==> config.mk <==
export PLATFORM = sky130hd
export DESIGN_NAME = ascii_hex_entry
export DESIGN_NICKNAME = d
export VERILOG_FILES = /design/src/rtl/ascii_hex_entry_pkg.sv /design/src/rtl/ascii_hex_entry_fifo.sv /design/src/rtl/ascii_hex_entry.sv
export SDC_FILE = /design/constraint.sdc
export NUM_CORES = 1
export LEC_CHECK = 0
export CAP_MARGIN = 25
export CORE_MARGIN = 3
export CORE_UTILIZATION = 35
export DETAILED_ROUTE_END_ITERATION = 8
export DONT_BUFFER_PORTS = 1
export PLACE_DENSITY = 0.54
export SLEW_MARGIN = 20
export SYNTH_ARGS = -nofsm -noshare
export SYNTH_HDL_FRONTEND = slang
export SYNTH_SLANG_ARGS = --single-unit
==> constraint.sdc <==
create_clock -name clk -period 2.6 [get_ports clk]
set_input_delay 0 -clock clk [delete_from_list [all_inputs] [get_ports clk]]
set_output_delay 0 -clock clk [all_outputs]
set_load 0.02 [all_outputs]
==> src/rtl/ascii_hex_entry_pkg.sv <==
// Shared definitions for the hex line editor.
//   ASCII_BS / ASCII_ENTER / ASCII_ESC : control key codes
//   state_e                            : edit FSM encoding
//   hex_decode()                       : ASCII -> {is_hex, nibble}
package ascii_hex_entry_pkg;

    localparam logic [7:0] ASCII_BS    = 8'h08;
    localparam logic [7:0] ASCII_ENTER = 8'h0D;
    localparam logic [7:0] ASCII_ESC   = 8'h1B;

    typedef enum logic {
        ST_IDLE = 1'b0,
        ST_EDIT = 1'b1
    } state_e;

    // Returns {1'b1, value} for 0-9, A-F, a-f; all zeros for anything else.
    function automatic logic [4:0] hex_decode(input logic [7:0] c);
        logic [4:0] r;
        r = '0;
        if (c >= 8'h30 && c <= 8'h39) begin
            r = {1'b1, 4'(c - 8'h30)};
        end else if (c >= 8'h41 && c <= 8'h46) begin
            r = {1'b1, 4'(c - 8'h37)};
        end else if (c >= 8'h61 && c <= 8'h66) begin
            r = {1'b1, 4'(c - 8'h57)};
        end
        return r;
    endfunction

endpackage

==> src/rtl/ascii_hex_entry_fifo.sv <==
// Generic synchronous FIFO (module sync_fifo), synchronous active-high reset.
//   push/din  : write side, ignored while full
//   pop/dout  : read side, ignored while empty; dout is the head (0 when empty)
//   full/empty/count : occupancy from registered state
module sync_fifo #(
    parameter int WIDTH = 16,
    parameter int DEPTH = 4
) (
    input  logic                     clk,
    input  logic                     rst,
    input  logic                     push,
    input  logic [WIDTH-1:0]         din,
    output logic                     full,
    input  logic                     pop,
    output logic [WIDTH-1:0]         dout,
    output logic                     empty,
    output logic [$clog2(DEPTH):0]   count
);

    localparam int AW = $clog2(DEPTH);
    localparam int CW = AW + 1;

    logic [WIDTH-1:0] mem_q [DEPTH];
    logic [AW-1:0]    wr_ptr_q, wr_ptr_d;
    logic [AW-1:0]    rd_ptr_q, rd_ptr_d;
    logic [CW-1:0]    cnt_q, cnt_d;
    logic             do_push, do_pop;

    always_comb begin
        do_push  = push && !full;
        do_pop   = pop && !empty;
        wr_ptr_d = wr_ptr_q;
        rd_ptr_d = rd_ptr_q;
        cnt_d    = cnt_q;
        // DEPTH is a power of two, so pointers wrap naturally.
        if (do_push) wr_ptr_d = wr_ptr_q + AW'(1);
        if (do_pop)  rd_ptr_d = rd_ptr_q + AW'(1);
        if (do_push && !do_pop)      cnt_d = cnt_q + CW'(1);
        else if (!do_push && do_pop) cnt_d = cnt_q - CW'(1);
    end

    always_ff @(posedge clk) begin
        if (rst) begin
            wr_ptr_q <= '0;
            rd_ptr_q <= '0;
            cnt_q    <= '0;
        end else begin
            wr_ptr_q <= wr_ptr_d;
            rd_ptr_q <= rd_ptr_d;
            cnt_q    <= cnt_d;
        end
    end

    // Storage needs no reset; stale contents are masked by empty.
    always_ff @(posedge clk) begin
        if (do_push) mem_q[wr_ptr_q] <= din;
    end

    always_comb begin
        full  = (cnt_q == CW'(DEPTH));
        empty = (cnt_q == '0);
        count = cnt_q;
        dout  = empty ? '0 : mem_q[rd_ptr_q];
    end

endmodule

==> src/rtl/ascii_hex_entry.sv <==
// Hex line editor: turns ASCII key strobes into a DIGITS-nibble value,
// supports backspace / escape / enter, and queues committed values.
//   clk, rst            : clock, synchronous active-high reset
//   ascii_data/stb      : one-cycle character strobe
//   disp_num            : entry while editing, else last committed value
//   editing/digit_count : edit state and digits in entry
//   val_data/valid/ready: committed-value FIFO head with handshake
//   err_stb             : pulse on rejected digit or rejected commit
//
// state   | meaning
// ST_IDLE | no entry in progress, display shows last committed value
// ST_EDIT | at least one digit typed, display shows entry
module ascii_hex_entry
    import ascii_hex_entry_pkg::*;
#(
    parameter int DIGITS   = 4,
    parameter int DEPTH    = 4,
    parameter int OVF_MODE = 0
) (
    input  logic                         clk,
    input  logic                         rst,
    input  logic [7:0]                   ascii_data,
    input  logic                         ascii_stb,
    output logic [4*DIGITS-1:0]          disp_num,
    output logic                         editing,
    output logic [$clog2(DIGITS+1)-1:0]  digit_count,
    output logic [4*DIGITS-1:0]          val_data,
    output logic                         val_valid,
    input  logic                         val_ready,
    output logic                         err_stb
);

    localparam int W  = 4 * DIGITS;
    localparam int CW = $clog2(DIGITS + 1);

    state_e          state_q, state_d;
    logic [W-1:0]    entry_q, entry_d;
    logic [W-1:0]    last_q, last_d;
    logic [CW-1:0]   cnt_q, cnt_d;
    logic            err_q, err_d;
    logic            push;
    logic            fifo_full, fifo_empty;
    logic [$clog2(DEPTH):0] unused_fifo_count;
    logic [4:0]      dec;
    logic            is_hex;
    logic [3:0]      nib;
    logic            entry_full;

    always_comb begin
        dec        = hex_decode(ascii_data);
        is_hex     = dec[4];
        nib        = dec[3:0];
        entry_full = (cnt_q == CW'(DIGITS));
    end

    always_ff @(posedge clk) begin
        if (rst) state_q <= ST_IDLE;
        else     state_q <= state_d;
    end

    always_comb begin
        state_d = state_q;
        if (ascii_stb) begin
            case (state_q)
                ST_IDLE: if (is_hex) state_d = ST_EDIT;
                ST_EDIT: begin
                    if (!is_hex) begin
                        if (ascii_data == ASCII_BS && cnt_q == CW'(1)) state_d = ST_IDLE;
                        if (ascii_data == ASCII_ESC)                    state_d = ST_IDLE;
                        if (ascii_data == ASCII_ENTER && !fifo_full)   state_d = ST_IDLE;
                    end
                end
                default: state_d = ST_IDLE;
            endcase
        end
    end

    always_comb begin
        entry_d = entry_q;
        cnt_d   = cnt_q;
        last_d  = last_q;
        err_d   = 1'b0;
        push    = 1'b0;
        if (ascii_stb) begin
            case (state_q)
                ST_IDLE: begin
                    if (is_hex) begin
                        entry_d = W'(nib);
                        cnt_d   = CW'(1);
                    end
                end
                ST_EDIT: begin
                    if (is_hex) begin
                        if (!entry_full) begin
                            entry_d = (entry_q << 4) | W'(nib);
                            cnt_d   = cnt_q + CW'(1);
                        end else if (OVF_MODE != 0) begin
                            // Oldest digit falls off the top; count stays saturated.
                            entry_d = (entry_q << 4) | W'(nib);
                        end else begin
                            err_d = 1'b1;
                        end
                    end else if (ascii_data == ASCII_BS) begin
                        entry_d = entry_q >> 4;
                        cnt_d   = cnt_q - CW'(1);
                    end else if (ascii_data == ASCII_ESC) begin
                        entry_d = '0;
                        cnt_d   = '0;
                    end else if (ascii_data == ASCII_ENTER) begin
                        // Full uses pre-edge occupancy; a same-cycle pop does not help.
                        if (!fifo_full) begin
                            push    = 1'b1;
                            last_d  = entry_q;
                            entry_d = '0;
                            cnt_d   = '0;
                        end else begin
                            err_d = 1'b1;
                        end
                    end
                end
                default: ;
            endcase
        end
    end

    always_ff @(posedge clk) begin
        if (rst) begin
            entry_q <= '0;
            last_q  <= '0;
            cnt_q   <= '0;
            err_q   <= 1'b0;
        end else begin
            entry_q <= entry_d;
            last_q  <= last_d;
            cnt_q   <= cnt_d;
            err_q   <= err_d;
        end
    end

    always_comb begin
        editing     = (state_q == ST_EDIT);
        disp_num    = editing ? entry_q : last_q;
        digit_count = cnt_q;
        err_stb     = err_q;
        val_valid   = !fifo_empty;
    end

    sync_fifo #(
        .WIDTH (W),
        .DEPTH (DEPTH)
    ) u_fifo (
        .clk   (clk),
        .rst   (rst),
        .push  (push),
        .din   (entry_q),
        .full  (fifo_full),
        .pop   (val_ready),
        .dout  (val_data),
        .empty (fifo_empty),
        .count (unused_fifo_count)
    );

endmodule
[Word-level counts from Yosys, hierarchy flattened]
Memory sizes are Yosys's and may differ from the RTL's. A register that Yosys moved wholly into a read port is not among the register bits.
Cells that the tools add are included.
Operators by class
  add/sub/neg operators: 9
  magnitude comparators: 6
  equality and inequality tests: 10
  multiplexer cells: 46
  bitwise operators: 7
  reductions and logical operators: 18
Operators with widths (count)
  $mux 16: 9
  $pmux 16 s2: 1
  $mux 3: 9
  $mux 1: 20
  $eq 8x4->1 const B: 2
  $ge 8x7->1 const B: 2
  $le 8x7->1 const B: 2
  $or 16x4->16: 1
  $mux 5: 3
  $logic_and 1x1->1: 9
  $eq 8x5->1 const B: 1
  $ge 8x6->1 const B: 1
  $le 8x6->1 const B: 1
  $sub 4x3->4 const B: 2
  $reduce_and 7->1: 1
  $add 3x1->3 const B: 2
  $eq 3x3->1 const B: 2
  $not 1->1: 6
  $pmux 3 s2: 1
  $sub 3x1->3 const B: 2
  $ne 5x1->1 const B: 1
  $ne 5x2->1 const B: 1
  $reduce_and 5->1: 1
  $add 2x1->2 const B: 2
  10 further kinds: 14
Word-level totals
  register bits after elaboration: 44
  memory bits (writable): 64
  input port bits: 12
  output and inout port bits: 38
  logic and storage cells: 105
  memories kept: 1
Memory list
  u_fifo.mem_q: depth 4, width 16, rd ports 1, clocked after memory_dff 1, write ports 1, line ascii_hex_entry_fifo.sv:23  | logic [WIDTH-1:0] mem_q [DEPTH];

[Depth between registers and ports, before layout]
  word-level depth: 13
  mapped depth: 11
  depth with buffers taken out: 11

[Modules after synthesis]
Synthesis repeated with hierarchy kept, for this count alone.
Second synthesis, totals
  cells, all modules: 408
  area total of the unflattened synthesis: 5331.4 um2
Modules (own cells, without submodules)
  sync_fifo: times used 1, cells each 150, area an instance 3005.4 um2, seq. area each 2102.0 um2
  ascii_hex_entry: times used 1, cells each 258, area an instance 2326.0 um2, seq. area each 740.7 um2

[Worst setup path before layout]
Ideal clock, no wire load.
  path kind: reg-to-reg
  from: reg state_q, in the netlist editing
  to: reg u_fifo.cnt_q[2], in the netlist u_fifo.count[2]
  library setup time: 70 ps
  arrival: 2201 ps
  data required time: 2530 ps
  path slack: 328 ps
  stages on the path, launching flop included: 9
  buffers on the path: 0
  period minus slack after synthesis: 2272 ps
  path through: dfxtp_1 > nand2_1 > nor3_1 > ha_1 > inv_1 > fa_1 > xor2_1 > or3_1 > a21oi_1
On the way
  cells in the longest elaborated chain, start to end: 6
  elaborated cells between the ends (all ways): 8
  classes of those cells: 3 x mux; 5 x reduce/logical
RTL lines
  from (decl): line ascii_hex_entry.sv:36  | state_e state_q, state_d;
  from (signal assigned): line ascii_hex_entry.sv:58  | else state_q <= state_d;
  $mux 1 *: line ascii_hex_entry.sv:85  | case (state_q)
  $mux 1 *: line ascii_hex_entry.sv:84  | if (ascii_stb) begin
  $logic_and 1x1->1 *: line ascii_hex_entry_fifo.sv:30  | do_push = push && !full;
  named net u_fifo.do_push: line ascii_hex_entry_fifo.sv:27  | logic do_push, do_pop;
  $logic_not 1->1: line ascii_hex_entry_fifo.sv:39  | else if (!do_push && do_pop) cnt_d = cnt_q - CW'(1);
  $logic_and 1x1->1: line ascii_hex_entry_fifo.sv:39
  $reduce_bool 2->1 (no source line)
  to (signal assigned): line ascii_hex_entry_fifo.sv:50  | cnt_q <= cnt_d;
  to (decl): line ascii_hex_entry_fifo.sv:26  | logic [CW-1:0] cnt_q, cnt_d;
Mark *: on every way through the listed nets, which the timed path passes. The rest lies on a longest branch.
A chain may end at the register's enable or synchronous reset.

[Worst setup path after layout]
  from: reg u_fifo.cnt_q[0], in the netlist u_fifo.count[0]
  to: reg last_q[0]
On the way
  cells in the longest elaborated chain, start to end: 3
RTL lines
  $eq 3x3->1: line ascii_hex_entry_fifo.sv:60  | full = (cnt_q == CW'(DEPTH));
  $not 1->1 (no source line)
  $reduce_and 7->1 (no source line)
  to (signal assigned): line ascii_hex_entry.sv:134  | last_q <= last_d;
  to (decl): line ascii_hex_entry.sv:38  | logic [W-1:0] last_q, last_d;
No other way between the ends.

==> flow_metrics.py <==
metrics = {
    "clocking": {
        "cts_root_buf": "sky130_fd_sc_hd__clkbuf_16",
        "tritoncts": "built",
        "clock_sinks": 110,
        "clock_path_buffers": 2,
        "clkTransAtPathRegs_ns": 0.07,
        "htree_levels": 3,
        "tritoncts.num_buffers": 9,
        "cts_repair_resize_count": 0,
        "clk_lat_worst_skew_ns": 0.34,
    },
    "sta": {
        "finalClockSkew_ns": 0.009266,
        "final_number_of_setup_violating_endpoints": 0,
        "final.min_clock_period_ns": 2.370,
        "timing.final.crit_share_pct": 91.16,
        "timing.max_slew.rel_slack_pct": 42.68,
        "finalSetupTns_ns": 0,
        "grt_setup_unrepaired": "false",
        "timing.final.hold_violations": 0,
        "slew_violations": 0,
        "tightest_slew_ns": 0.8599,
        "fmax_mhz": 421.9,
    },
    "min_path": {
        "hold_depth": 4,
        "min-delay-path-class": "input port to flip-flop",
    },
    "floorplanning": {
        "height_of_the_die_um": 125.0,
        "initial_utilization_pct": 36.58,
        "core_region_area_um2": 13560,
        "fp.dieArea_um2": 15640,
        "fp-row-count": 42,
        "die_w_um": 125.0,
        "io_pins": 50,
    },
    "power_and_ir_drop": {
        "vdd_ir_drop_max_mv": 0.3655,
        "power_density_nw_per_um2": 775.1,
        "power.leakage_nw": 1.906,
    },
    "logic_synthesis": {
        "main_combinational_cell_family_by_area_after_synthesis": "compound AO/OA/AOI/OAI gates",
        "number_of_enable_type_register_cells_in_the_synthesized_netlist": 64,
        "synth_largest_type_area_fraction_pct": 38.75,
        "synthDistinctLibCells": 56,
        "async_reset_ff_share_pct": 0,
        "syn_avg_cell_area_um2": 13.05,
        "netlist_area_um2": 4960,
        "yosys_warnings": 0,
        "synth.top_cells.by_area": "sky130_fd_sc_hd__edfxtp_1, sky130_fd_sc_hd__dfxtp_1, sky130_fd_sc_hd__mux4_2",
        "synthesized_area_fraction_occupied_by_and_or_nand_nor_cells_pct": 12.24,
        "syn-num-nets": 406,
        "flip_flop_and_latch_count_after_synthesis": 110,
        "synth-seq-area-share_pct": 57.32,
        "synth-adder-area-share_pct": 3.683,
        "post-synth-top-area-cell": "sky130_fd_sc_hd__edfxtp_1",
        "syn_inst": 380,
        "synth-main-ff-cell": "sky130_fd_sc_hd__edfxtp_1",
        "synth.area.mux_share_pct": 11.33,
        "synthXorXnorAreaFrac_pct": 0.8829,
        "synth-compound-area-share_pct": 12.29,
    },
    "drt": {
        "dr_total_vias": 3099,
        "detail_route.drc_violations": 0,
        "routed_wirelength_um": 11060,
        "vias_per_cell": 5.390,
        "post_drt_wl_per_cell_um": 19.23,
        "postRouteAntennaNets": 0,
        "drt_pass1_iterations": 4,
        "first_drt_iteration_drcs": 207,
    },
    "place": {
        "io_buffers": 0,
        "gp_congestion": 0.7762,
        "detailed_place.area_um2": 5180,
        "detailedPlacementHpwl_um": 7227,
    },
    "setup_path": {
        "crit_slowest_cell": "sky130_fd_sc_hd__or3_1",
        "worst-r2r-cell-count": 6,
        "timing.critical_path.arrival_ns": 2.66,
        "crit_type": "flip-flop to flip-flop",
        "timing.critical_path.to_type": "flip-flop",
        "crit_path_cell_trace": "nor3b_1 > nand2b_1 > or3_1 > nand2_1 > a21oi_1 > dlygate4sd3_1",
        "required_ns": 2.89,
        "cp_slowest_stage_delay_ns": 0.62,
        "critPathLaunchType": "flip-flop",
        "worst-path-max-fanout": 18,
    },
    "finish": {
        "layout.cells.most_common": "sky130_fd_sc_hd__edfxtp_1",
        "area_delta_synth_final_pct": 13.04,
        "nets_final": 420,
        "antenna_cells": 0,
        "drive_above_1_share_pct": 17.29,
        "fin_area_um2": 5607,
        "final_cell_mix": "sky130_fd_sc_hd__edfxtp_1, sky130_fd_sc_hd__dfxtp_1, sky130_fd_sc_hd__nand2_1, sky130_fd_sc_hd__a21oi_1, sky130_fd_sc_hd__and2_1",
    },
    "global_routing": {
        "number_of_global_route_vias_before_repair": 3143,
        "globalRoute.totalOverflow": 0,
        "grt_pass1_wl_um": 17680,
        "grt_start_max_net_pins": 40,
        "grt_antenna_before_repair": 0,
        "grt.total_usage_pct": 14.20,
    },
    "run_status": {
        "outcome": "finished, final reports clean",
    },
    "run": {
        "maxCapViolCount": 0,
    },
}
registers in the layout (all words and copies together) (netlist names), named ones only:
register and cells:
digit_count 3, editing 1, entry_q 16, err_stb 1, last_q 16, u_fifo.count 3
u_fifo.mem_q 64, u_fifo.rd_ptr_q 2, u_fifo.wr_ptr_q 2
cells by family (layout without fill, tap and decap cells):
logic type / Yosys count / in the layout
buffers and inverters: 28 / 47
muxes: 34 / 34
DFF: 110 / 110
xor gates and xnor gates: 5 / 5
and+or+nand+nor: 110 / 110
adders and majority gates: 14 / 14
AOI/OAI and AO/OA: 79 / 79
layer usage:
layer,wire (um),global-route usage [%],vias up
li1,-,-,1472
met1,4935,18.74,1549
met2,5421,23.51,67
met3,540,3.497,11
met4,159,3.827,0
met5,0,0,-
worst max-delay path, delay by kind of cell, from the launching register on:
family / cells / cell delay [ns]
compound gates: 1 / 0.14
buf+inv: 1 / 0.55
flops: 1 / 0.36
simple gates: 4 / 1.27
timing repair:
item | in CTS | in global routing
setup endpoints to repair | 0 | 0
endpoints found under the hold margin | 46 | 0
setup buffers | 0 | 0
hold buffers | 12 | 0
cells in the mapped netlist (2+ instances only):
cell / count
sky130_fd_sc_hd__mux4_2: 16
sky130_fd_sc_hd__o21bai_1: 2
sky130_fd_sc_hd__a22oi_1: 2
sky130_fd_sc_hd__nor4b_2: 2
sky130_fd_sc_hd__inv_1: 8
sky130_fd_sc_hd__o211ai_2: 2
sky130_fd_sc_hd__a2111oi_4: 2
sky130_fd_sc_hd__nor3_2: 2
sky130_fd_sc_hd__nand3_1: 8
sky130_fd_sc_hd__a211oi_1: 2
sky130_fd_sc_hd__a21oi_1: 25
sky130_fd_sc_hd__dfxtp_1: 46
sky130_fd_sc_hd__nor2_1: 8
sky130_fd_sc_hd__a21boi_0: 2
sky130_fd_sc_hd__o2111ai_1: 5
sky130_fd_sc_hd__clkbuf_1: 11
sky130_fd_sc_hd__mux2_2: 16
sky130_fd_sc_hd__nor3b_1: 2
sky130_fd_sc_hd__a22o_1: 17
sky130_fd_sc_hd__nor3_1: 7
sky130_fd_sc_hd__ha_1: 13
sky130_fd_sc_hd__buf_1: 3
sky130_fd_sc_hd__a311oi_1: 4
sky130_fd_sc_hd__a32oi_1: 3
sky130_fd_sc_hd__xor2_1: 4
sky130_fd_sc_hd__edfxtp_1: 64
sky130_fd_sc_hd__o21ai_1: 2
sky130_fd_sc_hd__nand2_1: 44
sky130_fd_sc_hd__and2_1: 20
sky130_fd_sc_hd__nand2b_1: 2
sky130_fd_sc_hd__o21ai_0: 4
sky130_fd_sc_hd__or3_1: 3
sky130_fd_sc_hd__buf_2: 6
stage by stage:
| step | std cells | util [%] | setup WS, ns | total power, mW | hold slack (ns) |
|---|---|---|---|---|---|
| after CTS | 575 | 41.35 | 0.1988 | 4.412 | 0.004868 |
| after global routing | 575 | 41.35 | 0.008490 | 4.541 | 0.04916 |
| after global placement | 547 | 38.21 | 0.3675 | 3.006 | 0.07802 |
| after floorplan | 380 | - | 0.3284 | 2.846 | 0.1620 |
| after detailed placement | 547 | 38.21 | 0.2624 | 3.028 | 0.07959 |
| final | 575 | 41.35 | 0.2297 | 4.346 | 0.01032 |
where the power goes:
part | switching (mW) | total (mW) | internal (mW)
clock network | 0.612 | 1.36 | 0.753
logic | 0.701 | 1.09 | 0.386
registers | 0.0333 | 1.89 | 1.86
final timing paths:
path                        start    endpoint  slack [ns]
setup reg to reg  u_fifo.count[0]   last_q[0]        0.23
hold reg to reg        last_q[13]  last_q[13]        0.45
setup / recovery  u_fifo.count[0]   last_q[0]        0.23
hold / removal      ascii_data[2]     editing        0.01
cell type report:
type	instances	area [um^2]
sequential	110	2843
tap	176	220.2
multi-input combinational	242	2004
clock inverter	6	67.56
timing repair buffer	23	212.7
clock buffer	10	229.0
fill	1269	7951
inverter	8	30.03
Power figures use the tool's default switching activity.
